`src/rtl/regfile_pkg.sv`:
```
// Shared types and default constants for the multi-port register file.
package regfile_pkg;

  localparam int          XLEN_DEF    = 32;
  localparam int          NREGS_DEF   = 32;
  localparam int          SP_IDX_DEF  = 2;
  localparam logic [31:0] SP_INIT_DEF = 32'h8000;

  typedef enum logic {
    CLEAR = 1'b0,
    RUN   = 1'b1
  } rf_state_e;

endpackage

```
`src/rtl/regfile_clear_seq.sv`:
```
// Post-reset clear sequencer: walks clr_idx over 1..NREGS-1, then raises ready.
module regfile_clear_seq
  import regfile_pkg::*;
#(
  parameter int NREGS = NREGS_DEF,
  localparam int AW   = $clog2(NREGS)
) (
  input  logic          clk,
  input  logic          rst,
  output logic          clr_we,
  output logic [AW-1:0] clr_idx,
  output logic          ready
);

  rf_state_e state, state_nxt;

  // NOTE: sequential state uses non-blocking assignments so every flop
  // samples the pre-edge values, independent of block ordering.
  always_ff @(posedge clk) begin
    if (rst) begin
      state   <= CLEAR;
      clr_idx <= AW'(1);
    end else begin
      state <= state_nxt;
      if (state == CLEAR) clr_idx <= clr_idx + AW'(1);
    end
  end

  // NOTE: every output of this always_comb gets a default first, so no path
  // through the case leaves a value held and no latch is inferred.
  always_comb begin
    state_nxt = state;
    clr_we    = 1'b0;
    ready     = 1'b0;
    case (state)
      CLEAR: begin
        clr_we = 1'b1;
        if (clr_idx == AW'(NREGS - 1)) state_nxt = RUN;
      end
      RUN:     ready = 1'b1;
      default: state_nxt = CLEAR;
    endcase
  end

endmodule

```
`src/rtl/regfile_mp.sv`:
```
// Multi-read, dual-write register file with x0 hardwired to zero and write bypass.
// Optional issue scoreboard (rd_busy) enabled by defining REGFILE_SCOREBOARD_EN.
module regfile_mp
  import regfile_pkg::*;
#(
  parameter int               XLEN    = XLEN_DEF,
  parameter int               NREGS   = NREGS_DEF,
  parameter int               NRD     = 2,
  parameter int               SP_IDX  = SP_IDX_DEF,
  parameter logic [XLEN-1:0]  SP_INIT = XLEN'(SP_INIT_DEF),
  localparam int              AW      = $clog2(NREGS)
) (
  input  logic                clk,
  input  logic                rst,
  output logic                ready,
  input  logic [NRD*AW-1:0]   raddr,
  output logic [NRD*XLEN-1:0] rdata,
  input  logic [1:0]          we,
  input  logic [2*AW-1:0]     waddr,
  input  logic [2*XLEN-1:0]   wdata
`ifdef REGFILE_SCOREBOARD_EN
  ,
  input  logic                iss_valid,
  input  logic [AW-1:0]       iss_addr,
  output logic [NRD-1:0]      rd_busy
`endif
);

  logic            clr_we;
  logic [AW-1:0]   clr_idx;
  logic [AW-1:0]   wa [2];
  logic [XLEN-1:0] wd [2];
  logic [1:0]      wr_en;

  // NOTE: the array has no reset; the clear sequence initialises it, which
  // keeps it mappable onto plain RAM/flop arrays without reset fan-out.
  logic [XLEN-1:0] regs [NREGS];

  regfile_clear_seq #(.NREGS(NREGS)) u_clear_seq (
    .clk     (clk),
    .rst     (rst),
    .clr_we  (clr_we),
    .clr_idx (clr_idx),
    .ready   (ready)
  );

  always_comb begin
    for (int p = 0; p < 2; p++) begin
      wa[p]    = waddr[p*AW +: AW];
      wd[p]    = wdata[p*XLEN +: XLEN];
      wr_en[p] = ready && we[p] && (wa[p] != '0);
    end
  end

  // Port 1 is applied after port 0, so it wins on an address collision.
  always_ff @(posedge clk) begin
    if (clr_we) begin
      regs[clr_idx] <= (clr_idx == AW'(SP_IDX)) ? SP_INIT : '0;
    end else begin
      for (int p = 0; p < 2; p++)
        if (wr_en[p]) regs[wa[p]] <= wd[p];
    end
  end

`ifdef REGFILE_SCOREBOARD_EN
  logic [NREGS-1:0] pending;

  // Set is applied last so an issue beats a same-cycle write to that register.
  always_ff @(posedge clk) begin
    if (rst || !ready) begin
      pending <= '0;
    end else begin
      for (int p = 0; p < 2; p++)
        if (wr_en[p]) pending[wa[p]] <= 1'b0;
      if (iss_valid && iss_addr != '0) pending[iss_addr] <= 1'b1;
    end
  end
`endif

  for (genvar i = 0; i < NRD; i++) begin : g_rd
    logic [AW-1:0]   ra;
    logic [XLEN-1:0] val;
    logic            wr_hit;

    assign ra     = raddr[i*AW +: AW];
    assign wr_hit = (wr_en[0] && wa[0] == ra) || (wr_en[1] && wa[1] == ra);

    always_comb begin
      val = '0;
      if (ready && ra != '0) begin
        val = regs[ra];
        for (int p = 0; p < 2; p++)
          if (wr_en[p] && wa[p] == ra) val = wd[p];
      end
    end

    assign rdata[i*XLEN +: XLEN] = val;

`ifdef REGFILE_SCOREBOARD_EN
    assign rd_busy[i] = ready && (ra != '0) && pending[ra] && !wr_hit;
`else
    logic unused_hit;
    assign unused_hit = wr_hit;
`endif
  end

endmodule

```
`config.mk`:
```
export PLATFORM = sky130hd
export DESIGN_NAME = regfile_mp
export DESIGN_NICKNAME = d
export VERILOG_FILES = /design/src/rtl/regfile_pkg.sv /design/src/rtl/regfile_clear_seq.sv /design/src/rtl/regfile_mp.sv
export SDC_FILE = /design/constraint.sdc
export NUM_CORES = 2
export LEC_CHECK = 0
export ABC_AREA = 1
export CORE_UTILIZATION = 35
export DETAILED_ROUTE_END_ITERATION = 6
export HOLD_SLACK_MARGIN = 0.1
export PLACE_DENSITY = 0.53
export SETUP_SLACK_MARGIN = 0.15
export SYNTH_ARGS = -nofsm -noshare
export SYNTH_HDL_FRONTEND = slang
export SYNTH_HIERARCHICAL = 1
export SYNTH_SLANG_ARGS = --single-unit
export TNS_END_PERCENT = 1
```
`constraint.sdc`:
```
create_clock -name clk -period 3.7 [get_ports clk]
set_clock_uncertainty 0.1 [all_clocks]
set_input_delay 0.74 -clock clk [delete_from_list [all_inputs] [get_ports clk]]
set_output_delay 0.74 -clock clk [all_outputs]
set_load 0.05 [all_outputs]
```
# Word-level counts from Yosys, hierarchy flattened
# Memory sizes are Yosys's and may differ from the RTL's.
# Cells that the tools add are included.
[totals] ff_bits=6 mem_bits_rw=1024 input_bits=88 output_inout_bits=65 mem_count=1
[memory_table] name="regs" depth=32 width=32 read_ports=2 rd_ports_with_merged_regs=0 write_ports=2 line_no="regfile_mp.sv:37" source="logic [XLEN-1:0] regs [NREGS];"
[classes] add_sub_neg=1 n_eq_ne=6 mux=20 n_reduce_logical=15
[op_table] cell="$mux W32" n=7
[op_table] cell="$reduce_or A32 Y1" n=1
[op_table] cell="$eq A5 B5 Y1" n=4
[op_table] cell="$reduce_bool A5 Y1" n=4
[op_table] cell="$mux W16" n=1
[op_table] cell="$mux W1" n=11
[op_table] cell="$logic_and A1 B1 Y1" n=10
[op_table] cell="$add A5 B1 Y5 const B" n=1
[op_table] cell="$eq A5 B2 Y1 const B" n=1
[op_table] cell="$eq A5 B5 Y1 const B" n=1
[op_table] cell="$mux W5" n=1

# Depth between registers and ports, before layout
[logic_depth] word_depth=8 ltp_mapped=14 depth_no_buf=11

# Modules after synthesis
# Netlist, hierarchy kept.
[by_module_without_submodules] module="regfile_mp" instances=1 cells_each=8784 area_each_um2=63853.7
[by_module_without_submodules] module="regfile_clear_seq" instances=1 cells_each=33 area_each_um2=250.2

# Least setup slack after synthesis
# OpenSTA, ideal clock, no wires.
[synth_path] kind="input -> output" startpoint="input raddr[2]" endpoint="output rdata[13]" arrival_ns=2.790 setup_slack_ns=0.070 stages=10 path_cell_list="clkbuf_1 > nor2_1 > buf_2 > clkbuf_1 > a21oi_1 > nand3_1 > nand3_1 > nand2_1 > nand2_1 > a21oi_1"
[synth_between] elab_chain_len=5 elab_cells_between_ends=10 cone_classes="2 x eq/ne; 3 x mux; 4 x reduce/logical; 1 x memory"
[synth_rtl] element="start, declared" line_no="regfile_mp.sv:16" source="input logic [NRD*AW-1:0] raddr,"
[synth_rtl] element="branches (longest 4 deep; another with $mem_v2 Z32 W32)"
[synth_rtl] element="$mux W32 *" line_no="regfile_mp.sv:90" source="if (ready && ra != '0) begin"
[synth_rtl] element="end, declared" line_no="regfile_mp.sv:17" source="output logic [NRD*XLEN-1:0] rdata,"
# Every way passes the cells marked *.

# Final worst setup path
[layout_path] startpoint="input raddr[7]" endpoint="output rdata[32]"
# Same word-level chain as after synthesis.

==> metrics.md <==
| Metric | Value |
|---|---|
| Status | `complete, but fails checks` |
| Failing checks | `DRC` |
| Syn Nets | `8907` |
| Total CTS buffers | `roughly 120` |
| Max-cap viol count | `0` |
| Vias | `66740` |
| Final worst-path cycle share | `0.9791` |
| Hold_ws | `0.4205 ns` |
| TritonRoute pass-1 iters | `7` |
| Ports | `153` |
| Register area share after synthesis | `0.4816` |
| Endpoints failing setup | `0` |
| Worst Path Class, Setup | `input port to primary output` |
| Logic gate share of total power | `0.139` |
| Pint | `between 0.02 and 0.025 W` |
| Syn. warnings | `6` |
| Core footprint | `181300 sq um` |
| Global route overflow | `0` |
| Die H | `430.0 um` |
| Required @ worst endpoint | `roughly 2.9 ns` |
| DP Cell Count | `11040` |
| NumNets Final | `8892` |
| Sw Share | `0.2786` |
| Vias in the first global route | `between 60000 and 70000` |
| Post-Syn Area | `64100 sq um` |
| Initial DRC Count | `about 10000` |
| Largest family of logic cells by synthesized area | `simple AND/OR/NAND/NOR gates` |
| Root buf cell | `clkbuf_16` |
| Crit start category | `input port` |
| Flop pwr share | `0.448` |
| Clk pwr share | `0.413` |
| Setup TNS | `0 ns` |
| Drt wl/cell | `28.08 um` |
| Worst VDD drop | `between 400 and 500 uV` |
| Fin. max-slew vios | `0` |
| Post-synthesis xor/xnor area fraction | `0.002459` |
| Fillers | `roughly 18000` |
| Worst reg2reg path startpoint | `u_clear_seq/state` |
| Tmin final | `3.623 ns` |
| Clock latency on the worst-skew pair | `0.74 ns` |
| Synthesis-to-layout area growth | `21.03%` |
| Post-route antenna net violation count | `0` |
| Clock slew at reported path FFs | `0.07 ns` |
| Starting Density | `0.3535` |
| Layout Cells excl Fill | `11270` |
| WL final | `between 300000 and 400000 um` |
| Post-Synth Simple-Gate Area | `0.3222` |
| DPL Wire Length | `about 190000 um` |
| Yosys cell types | `28` |
| Crit path DAT | `2.78 ns` |
| Post-synthesis register bit count | `1030` |
| Vias per std cell | `just under 6` |
| Cell row count | `156` |
| Share of layout cells above drive strength 1 | `0.1060` |
| H-tree levels | `3` |
| Crit path from | `raddr[7]` |
| GRT Util Overall | `0.3297` |
| Net Switching | `between 0.008 and 0.009 W` |
| Initial antenna violation count | `12` |
| PD cells | `~370 nW/um^2` |
| Final hold vios | `0` |
| HP Start | `u_clear_seq/clr_idx[4]` |
| Die area | `184900 sq um` |
| CP max FO | `23` |
| Drc violations | `16` |
| Compound-Gate Fraction of Synth Area | `0.1226` |
| First-pass GRT wire length | `441400 um` |
| Final Instance Area | `77580 sq um` |
| Critical path capture point type | `primary output` |
| Slew headroom | `0.3166` |
| Static leakage | `30.82 nW` |
| Port bufs | `152` |
| Clock Path Buffers | `3` |
| Min-Delay Path Class | `flop to flop` |
| GPL Wtd Cong | `0.9330` |
| Hold buffers post-CTS | `0` |
| Width of the die | `430.0 um` |
| Syn Inst Count | `just under 9000` |
| Fmax | `roughly 280 MHz` |
| Synth Area in Adders | `0.0003904` |
| Syn avg cell area | `7.270 sq um` |
| CTS tree | `built` |
| Actual slew at the worst max-slew pin | `1.024 ns` |
| Post-DP Area | `73230 sq um` |
| RSZ-0062 raised after global routing | `true` |
| Pwr Total | `0.02890 W` |
| TritonCTS Sinks | `1030` |
| Mux cell area share after synthesis | `0` |
| Largest net degree at the start of global routing | `~100` |
-- critical path: stages --
cell and delay, ns:
buf_6 0.16, inv_1 0.12, nand2_1 0.08, bufinv_16 0.31, buf_12 0.25, nand2_1 0.08, nand3_1 0.09, nand3_1 0.15
nand2_1 0.22, nand2_1 0.10, a21oi_1 0.24, buf_12 0.18
-- flip-flops by register name (all words and copies together) (netlist names) --
| name | flops |
|---|---|
| regs | 1024 |
| u_clear_seq/clr_idx | 5 |
| u_clear_seq/state | 1 |
-- cell usage after synthesis (all sizes together) --
| cell type | count | area [sq um] |
|---|---|---|
| a21oi | 316 | 1582 |
| nor3 | 5 | 46.30 |
| and2 | 1 | 6.260 |
| inv | 260 | 975.9 |
| clkinv | 5 | 18.77 |
| xor2 | 7 | 61.31 |
| dfxtp | 6 | 120.1 |
| ha | 2 | 25.02 |
| nor2 | 37 | 161.4 |
| o21ai | 1253 | 6271 |
| xnor2 | 11 | 96.34 |
| nand2 | 3791 | 14230 |
| nand3 | 1235 | 6181 |
| clkbuf | 503 | 1889 |
| buf | 356 | 1653 |
| nand4 | 3 | 18.77 |
| and3 | 1 | 6.260 |
| o211ai | 1 | 7.510 |
| edfxtp | 1024 | 30750 |
-- area by class of cell --
cell class | instances | area, sq um | share of cell area
Sequential cell | 1030 | 30870 | 0.3979
Timing Repair Buffer | 724 | 9669 | 0.1246
Multi-Input combinational cell | 6663 | 29190 | 0.3762
Inverter | 265 | 1104 | 0.01422
Tap cell | 2370 | 2965 | 0.03822
Antenna cell | 3 | 7.507 | 0.00009676
Clock buffer | 144 | 3093 | 0.03987
Clock inverter | 73 | 686.9 | 0.008854
-- through the flow --
stage,setup slack [ns],util
2_1_floorplan,0.06972,-
3_3_place_gp,-0.3248,0.4038
3_5_place_dp,-0.3258,0.4038
4_1_cts,0.06375,0.4259
5_1_grt,0.06710,0.4278
6_report,0.07736,0.4279
-- routing by layer --
metal	share of wire	GRT usage	routed length (um)
met1	0.38	0.4454	121200
met2	0.42	0.4814	131500
met3	0.14	0.08017	42950
met4	0.066	0.1845	20800
met5	0.00025	0.0002602	80
-- timing repair --
action / in CTS / in global routing
pin swaps: 6 / 7
buffers inserted: 5 / 0
setup endpoints to repair: 64 / 64
gates resized for setup: 32 / 50
cloned: 1 / 6
-- path summary, 6_finish.rpt --
| path | endpoint | slack (ns) | cells past startpoint |
|---|---|---|---|
| min | u_clear_seq/clr_idx[4] | 0.42 | 2 |
| max | rdata[32] | 0.08 | 12 |
| min reg2reg | u_clear_seq/clr_idx[4] | 0.42 | 2 |
| max reg2reg | regs[6][2] | 0.77 | 10 |
-- placed cells by master (no fill, tap or decap), drive strengths merged --
cell type      count
clkinv            60
buf              639
dlymetal6s2s       4
nand4              3
ha                 2
and2               1
bufinv            13
clkdlybuf4s50     68
o21ai           1253
xor2               7
nor2              37
clkbuf           150
dlygate4sd2        6
and3               1
inv              262
nand2           3791
o211ai             1
clkinvlp           3
dfxtp              6
xnor2             11
bufbuf             1
nor3               5
diode              3
a21oi            316
edfxtp          1024
nand3           1235
-- cell families (layout without fill, tap and decap cells) --
logic type | count (synthesis) | after routing
adder cells (fa/ha/maj) | 2 | 2
AO/OA/AOI/OAI | 1570 | 1570
AND/OR/NAND/NOR | 5073 | 5073
flip-flops | 1030 | 1030
buffers and inverters | 1124 | 1206
other | 0 | 3
XOR/XNOR | 18 | 18
-- power groups by stage --
stage                     logic (W)  registers, W  clock network (W)
after floorplan             0.00189        0.0132                  0
after global placement      0.00376        0.0132                  0
after detailed placement    0.00378        0.0132                  0
after CTS                   0.00382        0.0130             0.0120
after global routing        0.00420        0.0130             0.0124
final                       0.00400        0.0130             0.0119
(Power assumes the default switching activity.)
